[config.mk]
export PLATFORM = sky130hd
export DESIGN_NAME = pc_flow_ctrl
export DESIGN_NICKNAME = d
export VERILOG_FILES = /design/src/rtl/pc_flow_ctrl.sv
export SDC_FILE = /design/constraint.sdc
export NUM_CORES = 1
export LEC_CHECK = 0
export BUFFER_PORTS_ARGS = -buffer_cell sky130_fd_sc_hd__buf_2
export CAP_MARGIN = 5
export CORE_ASPECT_RATIO = 1.4
export CORE_MARGIN = 3
export CORE_UTILIZATION = 40
export CTS_BUF_LIST = sky130_fd_sc_hd__clkbuf_4
export DETAILED_ROUTE_END_ITERATION = 7
export RECOVER_POWER = 50
export SYNTH_ARGS = -nofsm -noshare
export SYNTH_HDL_FRONTEND = slang
export SYNTH_SLANG_ARGS = --single-unit
[constraint.sdc]
create_clock -name clk -period 2.6 [get_ports clk]
set_clock_uncertainty 0.1 [all_clocks]
set_input_delay 0.13 -clock clk [delete_from_list [all_inputs] [get_ports clk]]
set_output_delay 0.13 -clock clk [all_outputs]
set_load 0.02 [all_outputs]
[src/rtl/pc_flow_ctrl.sv]
// pc_flow_ctrl: picks the next-PC source for pc_module each cycle
// (hold, increment, branch, call, return, interrupt entry), keeps a tagged
// return-address stack and inserts flush bubbles after every redirect.
//
//   state    | meaning
//   ---------+-----------------------------------------------------------
//   ST_RUN   | normal issue; requests are arbitrated by priority
//   ST_FLUSH | post-redirect bubble; PC held, fetch invalid, requests ignored
module pc_flow_ctrl #(
    parameter int               WIDTH        = 8,
    parameter logic [WIDTH-1:0] RESET_VEC    = 8'h00,
    parameter logic [WIDTH-1:0] IRQ_VEC      = 8'hF0,
    parameter int               STACK_DEPTH  = 4,
    parameter int               FLUSH_CYCLES = 1
) (
    input  logic             clk,
    input  logic             rst,
    input  logic [WIDTH-1:0] pc_in,
    input  logic             stall,
    input  logic             br_req,
    input  logic [WIDTH-1:0] br_target,
    input  logic             call_req,
    input  logic             ret_req,
    input  logic             irq,
    output logic             sel,
    output logic [WIDTH-1:0] jump_to,
    output logic             fetch_valid,
    output logic             irq_ack,
    output logic             in_isr,
    output logic             stack_full,
    output logic             stack_err
);

    localparam int SPW = $clog2(STACK_DEPTH) + 1;
    localparam int IW  = SPW - 1;

    typedef enum logic {ST_RUN, ST_FLUSH} state_t;

    state_t           state_q, state_d;
    logic [2:0]       cnt_q, cnt_d;
    logic [SPW-1:0]   sp_q, sp_d;
    logic             irq_pend_q, irq_pend_d;
    logic             in_isr_q, in_isr_d;
    logic             err_q, err_d;
    logic [WIDTH-1:0] stk_addr_q [STACK_DEPTH];
    logic             stk_tag_q  [STACK_DEPTH];

    logic             push_en;
    logic [WIDTH-1:0] push_addr;
    logic             push_tag;
    logic             redirect;
    logic             stk_empty;
    logic             irq_take;
    logic [SPW-1:0]   sp_m1;
    logic [WIDTH-1:0] top_addr;
    logic             top_tag;

    assign stack_full = (sp_q == SPW'(STACK_DEPTH));
    assign stk_empty  = (sp_q == '0);
    assign sp_m1      = sp_q - {{(SPW-1){1'b0}}, 1'b1};
    assign top_addr   = stk_addr_q[sp_m1[IW-1:0]];
    assign top_tag    = stk_tag_q[sp_m1[IW-1:0]];
    assign irq_take   = (irq_pend_q | irq) & ~in_isr_q & ~stack_full;
    assign in_isr     = in_isr_q;
    assign stack_err  = err_q;

    // Arbitration, next-state and PC-select outputs for the current cycle.
    always_comb begin
        state_d     = state_q;
        cnt_d       = cnt_q;
        sp_d        = sp_q;
        irq_pend_d  = irq_pend_q | irq;
        in_isr_d    = in_isr_q;
        err_d       = err_q;
        push_en     = 1'b0;
        push_addr   = pc_in;
        push_tag    = 1'b0;
        redirect    = 1'b0;
        sel         = 1'b1;
        jump_to     = pc_in;
        fetch_valid = 1'b0;
        irq_ack     = 1'b0;

        if (rst) begin
            jump_to = RESET_VEC;
        end else if (state_q == ST_FLUSH) begin
            if (cnt_q == 3'd0) state_d = ST_RUN;
            else               cnt_d   = cnt_q - 3'd1;
        end else if (!stall) begin
            fetch_valid = 1'b1;
            if (irq_take) begin
                push_en    = 1'b1;
                push_tag   = 1'b1;
                sp_d       = sp_q + {{(SPW-1){1'b0}}, 1'b1};
                jump_to    = IRQ_VEC;
                irq_ack    = 1'b1;
                in_isr_d   = 1'b1;
                irq_pend_d = 1'b0;
                redirect   = 1'b1;
            end else if (ret_req) begin
                if (!stk_empty) begin
                    sp_d     = sp_m1;
                    jump_to  = top_addr;
                    redirect = 1'b1;
                    if (top_tag) in_isr_d = 1'b0;
                end else begin
                    sel   = 1'b0;
                    err_d = 1'b1;
                end
            end else if (call_req) begin
                jump_to  = br_target;
                redirect = 1'b1;
                if (!stack_full) begin
                    push_en   = 1'b1;
                    push_addr = pc_in + {{(WIDTH-1){1'b0}}, 1'b1};
                    sp_d      = sp_q + {{(SPW-1){1'b0}}, 1'b1};
                end else begin
                    err_d = 1'b1;
                end
            end else if (br_req) begin
                jump_to  = br_target;
                redirect = 1'b1;
            end else begin
                sel = 1'b0;
            end

            if (redirect && (FLUSH_CYCLES != 0)) begin
                state_d = ST_FLUSH;
                cnt_d   = 3'(FLUSH_CYCLES - 1);
            end
        end
    end

    // Control state registers with synchronous reset.
    always_ff @(posedge clk) begin
        if (rst) begin
            state_q    <= ST_RUN;
            cnt_q      <= 3'd0;
            sp_q       <= '0;
            irq_pend_q <= 1'b0;
            in_isr_q   <= 1'b0;
            err_q      <= 1'b0;
        end else begin
            state_q    <= state_d;
            cnt_q      <= cnt_d;
            sp_q       <= sp_d;
            irq_pend_q <= irq_pend_d;
            in_isr_q   <= in_isr_d;
            err_q      <= err_d;
        end
    end

    // Stack storage; contents above the pointer are don't-care, so no reset.
    always_ff @(posedge clk) begin
        if (!rst && push_en) begin
            stk_addr_q[sp_q[IW-1:0]] <= push_addr;
            stk_tag_q[sp_q[IW-1:0]]  <= push_tag;
        end
    end

endmodule

==> flow_summary.ini, run 1 <==
[status]
status = complete, no violations

[die]
die_area_sq_um = 7100
die_width_um = 72.1
start_util_pct = 41.4
core_area_sq_um = 5900
die_h_um = 98.5
rows = 33
ios = 37

[synth]
synth-edff-count = 36
syn-cell-area_sq_um = 2450
ys_types = 40
yosys_warnings = 0
avgSynthCellArea_sq_um = 12.8
ys_ff_latch = 46
syn-instance-count = 191
synth.net_count = 222
synth-main-ff-cell = edfxtp_1
async_flop_share_pct = 0
synth.yosys.seq_area_share_pct = 52.4

[timing]
hold_viol = 0
slew_headroom_pct = 61.2
slew_violations = 0
clock.fmax_mhz = 426
setup_viol = 0
worst_pin_slew_ps = 580
holdWs_ps = 87.0
fin_setup_tns_ps = 0
finalCritPeriodShare_pct = 90.2
rsz0062_at_grt = false
min_period_ps = 2340

[critical_path]
critPathMaxStageDelay_ps = 560
cp.required_ps = 2640
cp-startpoint = sp_q[1]
cp_cell_sequence = inv_1 -> ha_4 -> nand2_1 -> inv_1 -> nor4_4 -> nand4_1 -> xnor2_1
reg2reg_depth = 7
r2r-end = stk_addr_q[0][6]
critPathLaunchType = flop
slowest_stage = nor4_4
r2r_start = sp_q[1]
critical_path_arrival_ps = 2390
r2r_setup_slack_ps = 260
worstSetupPathType = flop to flop
crit_top_cell = inv_1
cp-endpoint = stk_addr_q[0][6]
crit_buf_inv = 2
cp.depth = 7
cp_top_family = simple AND/OR/NAND/NOR gates
crit_fanout = 9
crit_path_end_kind = flop

[worst_hold_path]
whs_path_depth = 3
hold_start = rst
hold_class = primary input to flop

[routing]
wl_per_cell_um = 18.8
wl_mm = 5.76
postRouteAntennaNets = 0
routed_via_density = 5.63
vias = 1722
firstDrtPassIters = 4
drc = 0
drt_iter0_markers = 101

[layout]
drive_gt1_share_pct = 28.4
nets = 266
diodes = 0
layout_common_cells = edfxtp_1 (36), buf_2 (32), inv_1 (16)
final_common_cell = edfxtp_1
syn2layout_area_growth_pct = 15.0
final_util_pct = 47.7

[clock_tree]
clk_path_buf_depth = 2
cts_max_level = 2
numClockSinks = 46
cts_setup_buffers = 0
cts_tree = built
cts_buffers = 5
clk_latency_ps = 360
root_buffer = clkbuf_4
clkTransAtPathRegs_ps = 140

[pwr]
p_leak_uw = 0.00107
p_per_area_nw_per_um2 = 597
p_sw_uw = 474
pwr-share-comb_pct = 24.1
vdd_drop_max_mv = 0.391
p_sw_share_pct = 28.2
clockPowerShare_pct = 26.4
p_seq_share_pct = 49.6
p_int_uw = 1210

[place]
globalplace.congestion = 0.801
port_buffers = 36
post-dp-hpwl_mm = 4.19

[flow_run]
drv_cap = 0

[grt]
grt_start_max_net_pins = 20
grt_remaining_overflow = 0
grt_pass1_wl_mm = 9.09
grt_usage_pct = 16.9
grt_antenna_before_repair = 0
grt_pass1_vias = 1703
[synth_stat cells, types with 2 or more instances]
cell type  number  area (sq um)
edfxtp_1       36          1080
inv_1          15          56.3
dfxtp_1        10           200
nand2_1        10          37.5
mux2i_1         9          90.1
mux4_2          9           203
o32ai_1         9          78.8
ha_1            8           100
nor2_1          8          30.0
xnor2_1         8          70.1
nand4_1         6          37.5
o21ai_0         6          30.0
and2_1          5          31.3
mux2_2          5          56.3
clkbuf_1        4          15.0
nand3_1         4          20.0
o211a_1         4          40.0
nand2b_1        3          18.8
nor2b_1         3          18.8
or3_1           3          18.8
a211oi_1        2          15.0
a31oi_1         2          12.5
buf_6           2          22.5
nor3_1          2          10.0
o21bai_1        2          15.0
o221a_2         2          22.5
[flip-flops by register name, indices dropped and copies added (netlist names)]
signal and flops:
stk_tag_q 4, in_isr 1, cnt_q 3, sp_q 3, irq_pend_q 1, state_q 1
stk_addr_q 32, stack_err 1
[layout make-up]
cell class	count	area, sq um
fillers	538	3090
flip-flops and latches	46	1280
multi-input cells	122	1070
repair buffers	44	228
well taps	70	87.6
inverters	16	60.1
clock buffers	6	45.0
clock inverters	2	37.5
[how the worst min path moves through the flow]
stage / end
finish: sp_q[0]
global route: sp_q[0]
CTS: sp_q[0]
detailed placement: irq_pend_q
global placement: irq_pend_q
floorplan: irq_pend_q
[tightest hold or removal path: stages]
cell and delay, ps:
buf_2 90, buf_4 240, a21oi_1 60
[layer usage]
metal | up-vias | global-route usage (%) | routed length (um)
met3 | 4 | 2.86 | 329
li1 | 820 | - | -
met1 | 841 | 21.6 | 2260
met2 | 57 | 28.8 | 3110
met4 | 0 | 5.35 | 67
met5 | - | 0 | 0
[stage by stage]
step | power [uW] | std cells | setup slack [ps] | area, sq um
2_1_floorplan | 1120 | 191 | 156 | 2450
3_3_place_gp | 1240 | 297 | 396 | 2720
3_5_place_dp | 1240 | 297 | 296 | 2720
4_1_cts | 1680 | 306 | 112 | 2820
5_1_grt | 1760 | 306 | 90.8 | 2810
6_report | 1680 | 306 | 255 | 2810
[kinds of logic after synthesis]
group / after synthesis / share of synthesized area [%]
AOI/OAI and AO/OA: 36 / 11.6
DFF: 46 / 52.4
muxes: 23 / 14.3
adders and majority gates: 8 / 4.09
buffers and inverters: 23 / 4.19
xor gates and xnor gates: 8 / 2.86
and+or+nand+nor: 47 / 10.6
[power groups by stage]
stage	Combinational [uW]	Sequential (uW)	Clock, uW
floorplan	269	852	0
global placement	397	848	0
detailed placement	395	849	0
CTS	401	832	451
global route	441	835	482
finish	404	832	443
[timing repair]
action / in CTS / in global routing
setup endpoints to repair: 2 / 1
endpoints found under the hold margin: 1 / 0
resized for setup: 1 / 1
hold buffers: 1 / 0
Power figures use the tool's default switching activity.
==> inputs of run 2 (changes only) <==
==> constraint.sdc (replaced) <==
create_clock -name clk -period 2.48 [get_ports clk]
set_clock_uncertainty 0.1 [all_clocks]
set_input_delay 0.124 -clock clk [delete_from_list [all_inputs] [get_ports clk]]
set_output_delay 0.124 -clock clk [all_outputs]
set_load 0.02 [all_outputs]
==> run 2 against run 1 <==
Critical path depth increased by 1; sequential cell count unchanged; via count increased by 0.52%; global-route usage decreased by 0.088 points; critical endpoint is now jump_to[6]; highest routed layer unchanged; cell count increased by 1.3%; clock power decreased by 22%; hold slack got worse by 15 ps; largest power group unchanged; clock-buffer cell count decreased by 1; setup slack got worse by 110 ps; combinational power increased by 7.9%; register-to-register slack about the same; sequential share of layout area decreased by 0.097 points.
==> flow_summary.ini, run 2 (same netlist as run 1, synthesis figures left out) <==
[pwr]
clockPowerShare_pct = 20.8
vdd_drop_max_mv = 0.353
p_sw_share_pct = 30.2
p_int_uw = 1150
p_seq_share_pct = 52.8
pwr-share-comb_pct = 26.4
p_sw_uw = 499
p_per_area_nw_per_um2 = 586
p_leak_uw = 0.00107

[critical_path]
critical_path_arrival_ps = 2110
worstSetupPathType = flop to output pin
crit_fanout = 6
cp_top_family = buffers and inverters
crit_path_end_kind = output pin
critPathMaxStageDelay_ps = 350
cp.required_ps = 2260
cp_cell_sequence = inv_1 -> ha_1 -> buf_4 -> mux4_2 -> nand3_1 -> o211a_1 -> o32ai_2 -> buf_4
crit_buf_inv = 3
critPathLaunchType = flop
slowest_stage = dfxtp_1
crit_top_cell = buf_4

[die]
die_area_sq_um = 7100
core_area_sq_um = 5900
die_h_um = 98.5
rows = 33
start_util_pct = 41.4
die_width_um = 72.1
ios = 37

[routing]
postRouteAntennaNets = 0
firstDrtPassIters = 5
vias = 1731
wl_per_cell_um = 18.8
wl_mm = 5.82
drc = 0
routed_via_density = 5.58
drt_iter0_markers = 85

[layout]
nets = 270
largest_reg_flops = 32
final_util_pct = 47.8
finalNonFillerCells = 310
diodes = 0
final_common_cell = edfxtp_1
drive_gt1_share_pct = 30.4
syn2layout_area_growth_pct = 15.4
fillers = 547
layout_common_cells = edfxtp_1 (36), buf_2 (30), inv_1 (15)

[clock_tree]
cts_tree = built
cts_buffers = 5
cts_setup_buffers = 0
clk_path_buf_depth = 2
clkTransAtPathRegs_ps = 140
clk_latency_ps = 360
cts_max_level = 2
root_buffer = clkbuf_4
numClockSinks = 46

[timing]
setup_viol = 0
fin_setup_tns_ps = 0
slew_violations = 0
rsz0062_at_grt = false
clock.fmax_mhz = 428
finalCritPeriodShare_pct = 94.2
holdWs_ps = 72.0
layout_setup_ws_ps = 143
slew_headroom_pct = 58.2
min_period_ps = 2340
worst_pin_slew_ps = 625
hold_viol = 0

[status]
status = complete, no violations

[place]
port_buffers = 36
globalplace.congestion = 0.789
dp.cells = 301
pre_cts_ws_ps = 324
post-dp-hpwl_mm = 4.47

[grt]
grt_usage_pct = 16.8
grt_antenna_before_repair = 0
grt_remaining_overflow = 0
grt_pass1_wl_mm = 8.91
grt_pass1_vias = 1691
grt_start_max_net_pins = 20

[flow_run]
drv_cap = 0

[worst_hold_path]
hold_class = primary input to flop
## run 2: cell count changes in the layout (fill, tap and decap cells not counted), moves of 2 or more
| cell | before | now |
|---|---|---|
| buf_2 | 32 | 30 |
| o32ai_2 | 0 | 2 |
| buf_4 | 3 | 8 |
| o32ai_1 | 9 | 7 |
## run 2: power by group through the flow
| stage | Sequential, uW | Clock (uW) | Combinational [uW] |
|---|---|---|---|
| floorplan | 893 | 0 | 282 |
| global placement | 889 | 0 | 432 |
| detailed placement | 890 | 0 | 433 |
| CTS | 872 | 352 | 436 |
| global route | 876 | 390 | 476 |
| finish | 873 | 344 | 436 |
## run 2: path summary, 6_finish.rpt
kind | start | endpoint | slack, ps | depth (start not counted)
worst max register to register | sp_q[0] | stk_addr_q[1][2] | 250 | 7
worst max-delay path | sp_q[0] | jump_to[6] | 140 | 8
worst min register to register | cnt_q[2] | cnt_q[2] | 370 | 2
worst min-delay path | pc_in[4] | stk_addr_q[2][4] | 70 | 2
## run 2: layout make-up
class	instances	area (sq um)	share of cell area, %
flip-flops and latches	46	1280	45.4
multi-input cells	122	1080	38.3
repair buffers	48	259	9.18
well taps	70	87.6	3.10
inverters	16	60.1	2.13
clock buffers	5	37.5	1.33
clock inverters	3	16.3	0.576
## run 2: what timing repair did
| action | 4_1_cts | 5_1_grt |
|---|---|---|
| setup endpoints to repair | 0 | 6 |
| endpoints found under the hold margin | 1 | 0 |
| gates resized for setup | 0 | 5 |
| hold buffers | 1 | 0 |
## run 2: per-stage QoR
stage	total power, uW	instance area (sq um)
5_1_grt	1740	2820
3_5_place_dp	1320	2750
6_report	1650	2820
4_1_cts	1660	2820
3_3_place_gp	1320	2750
2_1_floorplan	1170	2450
## run 2: layer usage
metal  global-route usage (%)  up-vias  part of all wire (%)
met5                        0        -                     0
li1                         -      831                     -
met2                     28.7       52                    52
met4                     5.50        0                   1.7
met3                     3.16       10                   4.3
met1                     21.2      838                    42
==> inputs of run 3 (changes only) <==
--- a/config.mk
+++ b/config.mk
@@ -5,6 +5,7 @@
 export SDC_FILE = /design/constraint.sdc
 export NUM_CORES = 1
 export LEC_CHECK = 0
+export ABC_CLOCK_PERIOD_IN_PS = 2480
 export BUFFER_PORTS_ARGS = -buffer_cell sky130_fd_sc_hd__buf_2
 export CAP_MARGIN = 5
 export CORE_ASPECT_RATIO = 1.4
@@ -12,6 +13,8 @@
 export CORE_UTILIZATION = 40
 export CTS_BUF_LIST = sky130_fd_sc_hd__clkbuf_4
 export DETAILED_ROUTE_END_ITERATION = 7
+export HOLD_SLACK_MARGIN = 0.06
+export PLACE_DENSITY = 0.61
 export RECOVER_POWER = 50
 export SYNTH_ARGS = -nofsm -noshare
 export SYNTH_HDL_FRONTEND = slang
==> run 3 against run 2 <==
Non-clock buffer count grew 2; clock-buffer cell count unchanged; sequential power about the same; sequential cell count stayed put; highest routed layer unchanged; wire length shrank 0.31%; sequential share of layout area about the same; register-to-register slack gained 30 ps; via count rose by 2.8%; global-route usage is 0.54 points higher; utilization about the same.
==> flow_summary.ini, run 3 (same netlist as run 1, synthesis figures left out) <==
[status]
status = complete, no violations

[pwr]
p_leak_uw = 0.00108
p_seq_share_pct = 52.2
p_per_area_nw_per_um2 = 592
p_sw_share_pct = 30.7
p_sw_uw = 513
p_int_uw = 1160
pwr-share-comb_pct = 25.9
clockPowerShare_pct = 21.9
vdd_drop_max_mv = 0.309

[flow_run]
drv_cap = 0

[critical_path]
worstSetupPathType = flop to output pin
r2r-end = stk_tag_q[2]
crit_path_end_kind = output pin
crit_fanout = 6
r2r_setup_slack_ps = 280
reg2reg_depth = 7
cp.depth = 7
critPathMaxStageDelay_ps = 350
crit_buf_inv = 2
cp_cell_sequence = inv_1 -> ha_1 -> nand2b_1 -> nand2_1 -> mux2i_1 -> o32ai_1 -> buf_2
cp.required_ps = 2260
r2r_start = sp_q[1]
critical_path_arrival_ps = 2110
slowest_stage = dfxtp_2
cp_top_family = simple AND/OR/NAND/NOR gates
critPathLaunchType = flop

[timing]
finalCritPeriodShare_pct = 94.0
hold_viol = 0
rsz0062_at_grt = false
setup_viol = 0
min_period_ps = 2330
slew_violations = 0
clock.fmax_mhz = 429
fin_setup_tns_ps = 0
slew_headroom_pct = 60.4
worst_pin_slew_ps = 593

[grt]
grt_start_max_net_pins = 20
grt_usage_pct = 17.4
grt_antenna_before_repair = 0
grt_pass1_vias = 1760
grt_remaining_overflow = 0
grt_pass1_wl_mm = 9.25

[routing]
wl_mm = 5.80
vias = 1780
firstDrtPassIters = 4
drt_iter0_markers = 110
drc = 0
wl_per_cell_um = 18.6
routed_via_density = 5.71
postRouteAntennaNets = 0

[layout]
postLayoutCellArea_sq_um = 2830
diodes = 0
nets = 272
final_common_cell = edfxtp_1
drive_gt1_share_pct = 30.6
largest_reg_flops = 32
syn2layout_area_growth_pct = 15.5
finalNonFillerCells = 312
final_util_pct = 47.8
layout_common_cells = edfxtp_1 (36), buf_2 (33), inv_1 (15)

[place]
dp.cells = 301
globalplace.congestion = 0.782
post-dp-hpwl_mm = 4.36
port_buffers = 36
dpl-instance-area_sq_um = 2750

[worst_hold_path]
whs_path_depth = 2
hold_class = primary input to flop
whs_endpoint = stk_addr_q[3][7]
hold_start = pc_in[7]

[die]
rows = 33
start_util_pct = 41.4
ios = 37
die_width_um = 72.1
die_area_sq_um = 7100
die_h_um = 98.5
core_area_sq_um = 5900

[clock_tree]
root_buffer = clkbuf_4
clkTransAtPathRegs_ps = 140
cts_buffers = 5
clk_path_buf_depth = 2
numClockSinks = 46
cts_setup_buffers = 0
clk_latency_ps = 370
cts_max_level = 2
cts_tree = built
[run 3: layout make-up]
cell class	count	area (sq um)
tap	70	87.6
clock inverter	3	21.3
inverter	16	60.1
timing repair buffer	50	279
multi-input combinational	122	1060
sequential	46	1280
clock buffer	5	37.5
fill	586	3080
[run 3: routing by layer]
layer | vias to the layer above | share of wire (%) | global-route usage [%]
met5 | - | 0 | 0
met4 | 0 | 2.4 | 6.51
met3 | 12 | 5.2 | 3.06
met2 | 60 | 52 | 30.5
met1 | 873 | 41 | 20.7
li1 | 835 | - | -
[run 3: per-stage QoR]
| stage | worst slack (ps) | power [uW] | hold slack (ps) |
|---|---|---|---|
| 2_1_floorplan | 35.8 | 1170 | 217 |
| 3_5_place_dp | 331 | 1320 | 341 |
| 5_1_grt | 18.3 | 1750 | 84.4 |
| 4_1_cts | 72.2 | 1690 | 66.1 |
| 6_report | 150 | 1670 | 76.9 |
| 3_3_place_gp | 399 | 1320 | 339 |
[run 3: how the worst max path moves through the flow]
stage	slack, ps	end	from
6_report	150	jump_to[2]	sp_q[1]
5_1_grt	20	stk_addr_q[0][6]	sp_q[1]
4_1_cts	70	jump_to[2]	sp_q[1]
3_5_place_dp	330	stk_addr_q[1][6]	sp_q[1]
3_3_place_gp	400	stk_addr_q[1][6]	sp_q[1]
2_1_floorplan	40	stk_addr_q[0][7]	sp_q[0]
[run 3: power groups by stage]
stage          logic, uW  clock network (uW)  registers, uW
2_1_floorplan        282                   0            893
3_3_place_gp         434                   0            889
3_5_place_dp         434                   0            890
4_1_cts              439                 381            873
5_1_grt              475                 400            876
6_report             432                 367            873
[run 3: what timing repair did]
action                                 CTS  global route
hold buffers                             3             0
setup endpoints to repair                0             7
gates resized for setup                  0             3
endpoints found under the hold margin    8             0
[run 3: worst register-to-register path, delay by kind of cell, from the launching register on]
kind | cells | cell delay [ps]
DFF | 1 | 360
adders and majority gates | 1 | 260
AOI/OAI and AO/OA | 1 | 330
and+or+nand+nor | 2 | 370
buffers and inverters | 3 | 470
